`config.mk`:
```
export PLATFORM = sky130hd
export DESIGN_NAME = pwm_multi_channel
export DESIGN_NICKNAME = d
export VERILOG_FILES = /design/src/rtl/pwm_multi_channel.sv
export SDC_FILE = /design/constraint.sdc
export NUM_CORES = 1
export LEC_CHECK = 0
export CAP_MARGIN = 20
export CORE_ASPECT_RATIO = 1.4
export CORE_MARGIN = 1.5
export CORE_UTILIZATION = 40
export DETAILED_ROUTE_END_ITERATION = 16
export GPL_ROUTABILITY_DRIVEN = 0
export PLACE_DENSITY_LB_ADDON = 0.3
export SLEW_MARGIN = 20
export SYNTH_ARGS = -nofsm -noshare
export SYNTH_HDL_FRONTEND = slang
export SYNTH_SLANG_ARGS = --single-unit
```
`constraint.sdc`:
```
create_clock -name clk_3125KHz -period 5.2 [get_ports clk_3125KHz]
set_clock_uncertainty 0.2 [all_clocks]
set_input_delay 0.52 -clock clk_3125KHz [delete_from_list [all_inputs] [get_ports clk_3125KHz]]
set_output_delay 0.52 -clock clk_3125KHz [all_outputs]
set_load 0.005 [all_outputs]
```
`src/rtl/pwm_multi_channel.sv`:
```
`default_nettype none
// +--------------------------------------------------------------------------+
// | pwm_multi_channel: shared-counter PWM, double-buffered duty, edge/centre |
// | Revision: 1.0                                                            |
// +--------------------------------------------------------------------------+
module pwm_multi_channel #(
  parameter int CHANNELS = 4,
  parameter int WIDTH    = 4,
  parameter int PRESCALE = 1,
  localparam int SELW    = (CHANNELS > 1) ? $clog2(CHANNELS) : 1
) (
  input  logic                clk_3125KHz,
  input  logic                reset,
  input  logic [WIDTH:0]      duty_in,
  input  logic [SELW-1:0]     duty_sel,
  input  logic                duty_wr,
  input  logic [CHANNELS-1:0] enable,
  input  logic                center_mode,
  output logic                period_clk,
  output logic                period_start,
  output logic [CHANNELS-1:0] pwm_out
);

  logic             tick;
  logic [WIDTH:0]   cnt;
  logic             active_mode;
  logic [WIDTH:0]   term;
  logic [WIDTH:0]   half;
  logic             load;
  logic             wr_ok;
  logic [WIDTH-1:0] f;
  logic [WIDTH:0]   shadow      [CHANNELS];
  logic [WIDTH:0]   active_duty [CHANNELS];

  generate
    if (PRESCALE == 1) begin : g_no_prescale
      assign tick = 1'b1;
    end else begin : g_prescale
      localparam int PW = $clog2(PRESCALE);
      logic [PW-1:0] pre;
      assign tick = (pre == PW'(PRESCALE - 1));
      always_ff @(posedge clk_3125KHz or posedge reset) begin
        if (reset)     pre <= '0;
        else if (tick) pre <= '0;
        else           pre <= pre + 1'b1;
      end
    end
  endgenerate

  // Terminal count follows the mode of the running period, not the input.
  assign term  = active_mode ? {(WIDTH+1){1'b1}} : {1'b0, {WIDTH{1'b1}}};
  assign half  = (term >> 1) + 1'b1;
  assign load  = tick && (cnt == term);
  assign wr_ok = duty_wr && (32'(duty_sel) < CHANNELS);
  assign f     = (active_mode && cnt[WIDTH]) ? ~cnt[WIDTH-1:0] : cnt[WIDTH-1:0];

  always_ff @(posedge clk_3125KHz or posedge reset) begin
    if (reset) begin
      cnt         <= '0;
      active_mode <= 1'b0;
    end else begin
      if (tick) cnt <= load ? '0 : cnt + 1'b1;
      if (load) active_mode <= center_mode;
    end
  end

  // A write landing on the load edge bypasses the shadow straight into use.
  always_ff @(posedge clk_3125KHz or posedge reset) begin
    if (reset) begin
      for (int i = 0; i < CHANNELS; i++) begin
        shadow[i]      <= '0;
        active_duty[i] <= '0;
      end
    end else begin
      if (wr_ok) shadow[duty_sel] <= duty_in;
      if (load) begin
        for (int i = 0; i < CHANNELS; i++) begin
          active_duty[i] <= (wr_ok && (duty_sel == SELW'(i))) ? duty_in : shadow[i];
        end
      end
    end
  end

  always_ff @(posedge clk_3125KHz or posedge reset) begin
    if (reset) begin
      pwm_out      <= '0;
      period_clk   <= 1'b0;
      period_start <= 1'b0;
    end else begin
      for (int i = 0; i < CHANNELS; i++) begin
        pwm_out[i] <= enable[i] && ({1'b0, f} < active_duty[i]);
      end
      period_clk   <= (cnt < half);
      period_start <= load;
    end
  end

endmodule
`default_nettype wire

```
==> metrics, run 1 <==
CP cell instances=ha_1 -> and4_1 -> buf_4 -> mux2_2; DRT Pass-1 Iters=3; Critical Path End Type=register; ys async rst share=100%; CORE AREA=5570 µm²; initial antenna violation count=0; FP Rows=32; Mapped Area=approximately 2300 µm²; Sw Ratio=about a quarter; PD cells=349 nW/µm²; worst path bufs/invs=1; GR Util met1=between 10% and 20%; die width=67.4 µm; cts hold-fix bufs=0; Slew HR=41.1%; Final setup viols=0; CTS root buf=clkbuf_8; die height=about 93 µm; CTS max path bufs=2; gr usage total=14.9%; switching pwr=0.232 mW; measured slew at the worst slew-check pin=883 ps; FF/Latch Area=1300 µm²; worst hold path type=register to register; CP Launch Type=register; crit path DAT=2180 ps; Clock power frac=28.9%; total die area=6270 µm²; H-tree Lvls=2; synthesis warning total=0; routed length per instance=14.7 µm; main combinational cell family by area after synthesis=multiplexers; Adder-Cell Fraction of Synth Area=under 10%; Synthesized Nets=210; Placed Cells=265; TritonCTS clock tree=built; I/O Buffers=20; final-report max-slew violation count=0; GR Layer Usage met2=23.9%; sequential power share=53.0%; RSZ-0062 raised after global routing=no; later-pin clock latency in the skew report=310 ps; Post-Syn Area per Cell=around 13 µm²; Int Power=0.710 mW; Top Family by Delay on Critical Path=flip-flops; Vias=1370; most common cell in the netlist=dfrtp_1; number of synthesized flops with an enable pin=0; Leak=1.24 nW; vias per cell=5.02; Final ANT Viol Nets=0; Cell variety after synth=21; Synth Area in XOR/XNOR=around 2.3%; Clock transition at path regs=90 ps; global-route wire length before repair=6690 µm; share of Yosys cell area claimed by the top area cell type=56.1%; mux share of post-synthesis cell area=19.4%; final worst-path cycle share=42.0%; top post-synthesis cells by area=dfrtp_1 56%, mux2_2 19%, ha_1 8.6%; FF+latch count, synth=52; GRT overflow=0; max-cap violations=0; status=completed; fill count=535; Post-Synthesis Cells=179; largest net degree at the start of global routing=53; Starting Density=41.7%; Worst EP required=5190 ps; Commonest cells post-synth=52 x dfrtp_1, 40 x mux2_2, 18 x inv_1; post-layout min period=between 2000 and 2500 ps; Total Wirelength=about 4000 µm; maximum VDD drop=0.188 mV; Setup TNS Final=0 ps; Post-CTS Setup Inserts=0; post-synthesis sequential area ratio=56.1%; area of the multi-input gates=931 µm²; simple logic cell fraction of the synthesized area=5.29%; vias in the first global route=1357; post-synthesis compound-gate area fraction=roughly 4.5%; final hold vios=0; Area growth syn-to-layout=16.5%; grt peak-use layer=met2; dpl hpwl=slightly below 3000 µm; initial drt markers=28; fmax=around 0.46 GHz; layout net count=235; GR Util met3=3.25%; DRC=0; fraction of layout instances using a drive strength above 1=roughly a quarter; Gate power share=18.1%; Antenna diodes=0; crit-path max FO=18; leading area contributor after synthesis=dfrtp_1; Post-synth top flop=dfrtp_1; CP max stage delay=420 ps; crit path max-delay cell type=dfrtp_1; CTS buffer count=5; Crit Path Class=register to register; post-route non-filler standard cell count=273; I/O Pins=21; cts repair resizes=0; clk sink count=52
## routing by layer
layer / routed length, µm / vias to the layer above / share of wire [%]
met3: 88 / 8 / 2.2
met5: 0 / - / 0
met2: 2130 / 14 / 53
met1: 1700 / 685 / 42
met4: 90 / 0 / 2.2
li1: - / 663 / -
## final timing paths
check	start	to	slack, ps	cells after the start
max	cnt[4]	active_duty[13]	3020	4
min	shadow[13]	shadow[13]	290	1
max reg2reg	cnt[4]	active_duty[13]	3020	4
min reg2reg	shadow[13]	shadow[13]	290	1
max in group asynchronous	reset	active_duty[9]	3790	2
min in group asynchronous	reset	shadow[13]	480	2
## kinds of logic after synthesis
logic type,count (synthesis)
buffers and inverters,21
adder cells (fa/ha/maj),16
AND/OR/NAND/NOR,25
AO/OA/AOI/OAI,19
flip-flops,52
multiplexers,40
XOR/XNOR,6
## state kept, by name (all words and copies together) (netlist names)
register and cells:
active_duty 20, shadow 20, period_start 1, pwm_out 4
cnt 5, active_mode 1, period_clk 1
## cell usage in the layout (no fill, tap or decap), drive strengths merged, types with 2 or more instances in the layout
master and instances:
mux2 40, ha 16, clkbuf 6, clkdlybuf4s50 20, nand3b 2, dfrtp 52, nor2 11, inv 17
a21oi 8, a31oi 4, nand3 3, o21ai 5, clkinv 2, nand2 5, xor2 5
## final cells by class
class	count	share of cell area, %
clock buffers	6	2.69
clock inverters	2	1.30
inverters	18	2.55
multi-input cells	106	34.5
flip-flops and latches	52	48.2
well taps	68	3.15
repair buffers	21	7.69
## metrics by stage
| step | setup WS (ps) | hold WS, ps | util, % | instance area (µm²) | power [mW] |
|---|---|---|---|---|---|
| after floorplan | 3220 | 267 | - | 2320 | 0.622 |
| final | 3020 | 294 | 48.5 | 2700 | 0.942 |
| after global placement | 2800 | 274 | 46.6 | 2590 | 0.674 |
| after detailed placement | 2780 | 279 | 46.6 | 2590 | 0.681 |
| after CTS | 2980 | 299 | 48.5 | 2700 | 0.956 |
| after global routing | 2860 | 312 | 48.5 | 2700 | 0.998 |
## power groups by stage
stage	combinational [mW]	clock, mW	sequential, mW
2_1_floorplan	0.121	0	0.501
3_3_place_gp	0.168	0	0.506
3_5_place_dp	0.173	0	0.508
4_1_cts	0.174	0.282	0.500
5_1_grt	0.194	0.296	0.508
6_report	0.170	0.273	0.500
Power figures use the tool's default switching activity.
==> run 2, diff against run 1 <==
==> constraint.sdc (replaced) <==
create_clock -name clk_3125KHz -period 2.2 [get_ports clk_3125KHz]
set_clock_uncertainty 0.2 [all_clocks]
set_input_delay 0.22 -clock clk_3125KHz [delete_from_list [all_inputs] [get_ports clk_3125KHz]]
set_output_delay 0.22 -clock clk_3125KHz [all_outputs]
set_load 0.005 [all_outputs]
==> metrics, run 2 (same netlist as run 1, synthesis figures left out) <==
Slew HR=68.7% (+28 points); crit-path max FO=4 (-14); measured slew at the worst slew-check pin=469 ps (-413 ps); DRC=0 (unchanged); CTS max path bufs=2 (unchanged); Worst EP required=2230 ps (-2960 ps); Total Wirelength=4100 µm (+2.1%); worst hold path type=primary input to asynchronous set/reset pin; Fin Hold WS=34.2 ps (-260 ps); Setup TNS Final=0 ps (unchanged); area of the multi-input gates=931 µm² (unchanged); Cell Area, Placed=2650 µm² (+2.1%); Design Power=2.47 mW (+160%); final instance area=2810 µm² (+3.9%); commonest non-fill, non-tap cells in the layout=52 x dfrtp_1, 40 x mux2_2, 20 x clkdlybuf4s50_1; setup ws final=198 ps (-2820 ps); status=completed; Crit Path Class=register to register; die height=93.1 µm (unchanged); Antenna diodes=0 (unchanged); cts hold-fix bufs=0 (unchanged); CTS root buf=clkbuf_8; die width=67.4 µm (unchanged); FP Rows=32 (unchanged); cts repair resizes=0 (unchanged); Critical Path End Type=register; crit path DAT=2030 ps (-150 ps); Routed met3 length=99 µm (+13%); most common cell after layout, fill and taps aside=dfrtp_1; max-cap violations=0 (unchanged); Starting Density=41.7% (unchanged); post-layout min period=2000 ps (-182 ps); later-pin clock latency in the skew report=310 ps (about the same); Post-Place Worst Slack=66.5 ps (-2710 ps); total die area=6270 µm² (unchanged); post-route non-filler standard cell count=277 (+1.5%); Vias=1373 (+0.22%); global-route wire length before repair=7300 µm (+9.2%); Area growth syn-to-layout=21.0%; layout net count=239 (+1.7%); final worst-path cycle share=91.0% (+49 points); FF/Latch Area=1300 µm² (unchanged); DRT Pass-1 Iters=4 (+1); vias in the first global route=1516 (+12%); vias per cell=4.96 (-1.2%); GRT overflow=0 (unchanged); met2 wire len=2150 µm (+0.89%); RSZ-0062 raised after global routing=no; wl on met1=1790 µm (+4.8%); highest routed layer=met4; gr usage total=15.7% (+0.80 points); dpl hpwl=3030 µm (+4.9%); routed length per instance=14.8 µm (+0.62%); Largest regs=active_duty x20, shadow x20, cnt x5; largest net degree at the start of global routing=32 (-40%); Final setup viols=0 (unchanged); CP Launch Type=register; Final ANT Viol Nets=0 (unchanged); maximum VDD drop=0.610 mV (+230%); final-report max-slew violation count=0 (unchanged); Post-CTS Setup Inserts=0 (unchanged); PD cells=881 nW/µm² (+150%); Placed Cells=269 (+1.5%); TritonCTS clock tree=built; fmax=0.500 GHz (+9.1%); initial antenna violation count=0 (unchanged); fill count=503 (-6.0%); final hold vios=0 (unchanged); Clock transition at path regs=90 ps (about the same); I/O Buffers=20 (unchanged); CORE AREA=5570 µm² (unchanged); initial drt markers=17 (-39%); clk sink count=52 (unchanged); fin util=50.4% (+1.9 points); Leak=1.29 nW (+4.1%); I/O Pins=21 (unchanged); CTS buffer count=5 (unchanged); fraction of layout instances using a drive strength above 1=26.3% (+1.9 points); H-tree Lvls=2 (unchanged)
run 2: cell types whose count changed in the layout (fill, tap and decap cells not counted):
cell,delta
buf_4,+2
clkbuf_1,-1
clkinv_2,-2
buf_12,+2
bufinv_16,+2
inv_2,+1
run 2: critical path, stage by stage, from the launching register on:
cell and delay (ps):
dfrtp_1 430, ha_1 290, xor2_1 410, ha_1 320, nand2_1 60, nor2_1 40, a21oi_1 170
run 2: final timing paths:
| check | startpoint | end | slack (ps) | cells after the start |
|---|---|---|---|---|
| worst max register to register | cnt[4] | pwm_out[2] | 200 | 6 |
| worst min register to register | shadow[5] | shadow[5] | 300 | 1 |
| min in group clk_3125KHz | enable[3] | pwm_out[3] | 260 | 3 |
| max in group asynchronous | reset | shadow[0] | 1240 | 3 |
| worst max-delay path | cnt[4] | pwm_out[2] | 200 | 6 |
| worst min-delay path | reset | active_duty[18] | 30 | 2 |
run 2: layer usage:
metal | vias to the layer above | track usage (%)
met5 | - | 0
met4 | 0 | 5.10
met3 | 6 | 3.01
met2 | 13 | 26.8
met1 | 683 | 19.7
li1 | 671 | -
run 2: area by class of cell:
class | count | share of cell area [%]
clock inverter | 3 | 3.21
clock buffer | 5 | 2.45
inverter | 18 | 2.41
multi-input combinational | 106 | 33.2
tap | 68 | 3.03
sequential | 52 | 46.4
timing repair buffer | 25 | 9.36
run 2: power breakdown:
part	total, mW	leakage (nW)	internal, mW	switching, mW
Clock	0.882	0.0784	0.568	0.314
Sequential	1.18	0.622	1.12	0.0625
Combinational	0.412	0.593	0.230	0.182
==> variant, RTL diff (flow settings as in run 2) <==
Set the parameter `WIDTH` to 5 (it was 4).
--- a/src/rtl/pwm_multi_channel.sv
+++ b/src/rtl/pwm_multi_channel.sv
@@ -5,7 +5,7 @@
 // +--------------------------------------------------------------------------+
 module pwm_multi_channel #(
   parameter int CHANNELS = 4,
-  parameter int WIDTH    = 4,
+  parameter int WIDTH    = 5,
   parameter int PRESCALE = 1,
   localparam int SELW    = (CHANNELS > 1) ? $clog2(CHANNELS) : 1
 ) (
Interface: changed (resized duty_in); port bits go from 21 to 22. No check against the original RTL was run, so the function may have changed too.
==> variant against run 2 <==
- cell area rose by 22%
- first-iteration DRC count rose to 4.1 times the old value
- via count rose by 21%
- core utilization up 0.91 points
- highest routed layer unchanged
- die area rose by 19%
- sequential cell count grew 9
- worst setup slack lost 0.044 ns
- synthesized area rose by 20%
- synthesized cell count grew 18%
- worst hold slack improved by 0.21 ns
- routed wire length rose by 23%
- total power increased by 16%
==> variant: results <==
[final_layout]
fin_nets = 284
reg_top3 = active_duty (24), shadow (24), cnt (6)
drive_gt1_frac = 0.300

[sta]
hold_ws_ns = 0.242
slew_headroom = 0.665
fmax_mhz = 489

[setup_path]
critPathBufInv = 1
worst-path-max-fanout = 5
max_stage_delay_ns = 0.41
cp.arrival_ns = 2.10
crit_start = cnt[5]$_DFF_PP0_
reg2reg_setup_slack_ns = 0.15

[place]
preCtsSetupSlack_ns = 0.132
placed_area_um2 = 3180
dp_hpwl_um = 3450
io_buffers = 21
placed_cells = 328

[logic_synthesis]
netlist_top_cells_area = dfrtp_1 (55%), mux2_2 (20%), ha_1 (9.0%), inv_1 (2.6%), xor2_1 (1.9%)
synth_nets = 247
yosys-top-cells-count = dfrtp_1 (61), mux2_2 (49), ha_1 (20)
avgSynthCellArea_um2 = 13.2
ys_types = 23
ys_warn_count = 0
seq_area_frac_synth = 0.548

[clock_tree]
clk_latency_ns = 0.34
ctsHoldBuffers = 1
numCtsBuffers = 9
htree_levels = 3
cts.reportedPaths.clkPinSlew_ns = 0.06

[global_routing]
grt_max_degree = 46
grt_pass1_wl_um = 8470
grt_usage = 0.160

[power_and_ir_drop]
ir_drop_mv = 0.278
combPwrFrac = 0.141
p_leak_nw = 1.55
swShare = 0.235

[outcome]
status = complete, no violations

[detailed_routing]
finalWirelength_um = 5060
dr.first_iter.drc_count = 69
routedWlPerCell_um = 14.7
vias = 1657

[hold_path]
worstHoldStart = enable[3]
min_path_type = input port to register
==> variant: changes by cell type after synthesis, moves of 4 or more <==
| cell | run 2 | this run |
|---|---|---|
| nor2_1 | 11 | 5 |
| mux2_2 | 40 | 49 |
| a31oi_1 | 4 | 0 |
| ha_1 | 16 | 20 |
| dfrtp_1 | 52 | 61 |
| nand3b_1 | 2 | 6 |
==> variant: path summary, 6_finish.rpt <==
kind	endpoint
min in group asynchronous	active_duty[2]$_DFFE_PP0P_
worst max-delay path	pwm_out[2]$_DFF_PP0_
worst max register to register	pwm_out[2]$_DFF_PP0_
worst min-delay path	pwm_out[3]$_DFF_PP0_
max in group asynchronous	shadow[16]$_DFFE_PP0P_
worst min register to register	shadow[1]$_DFFE_PP0P_
==> variant: worst register-to-register path: stages, from the launching register on <==
cell      delay [ns]
dfrtp_1         0.41
ha_1            0.30
xor2_1          0.17
buf_4           0.17
ha_1            0.30
a21oi_1         0.16
o211ai_1        0.10
a21oi_1         0.15
==> variant: routing by layer <==
metal / global-route usage / wire length (um)
met1: 0.195 / 2300
met2: 0.253 / 2520
met3: 0.0358 / 112
met4: 0.0983 / 126
met5: 0 / 0
==> variant: kinds of logic (layout without fill, tap and decap cells) <==
logic type	count (synthesis)	in the layout	synth area share
DFF	61	61	0.548
muxes	49	49	0.198
and+or+nand+nor	32	32	0.0661
buffers and inverters	23	65	0.0351
adders and majority gates	20	20	0.0899
AOI/OAI and AO/OA	18	18	0.0373
xor gates and xnor gates	8	8	0.0252
==> variant: cell type report <==
type | instances | area [um2]
fillers | 603 | 3240
flip-flops and latches | 61 | 1530
multi-input cells | 127 | 1160
repair buffers | 30 | 318
clock buffers | 10 | 138
well taps | 92 | 115
clock inverters | 6 | 86.3
inverters | 19 | 71.3
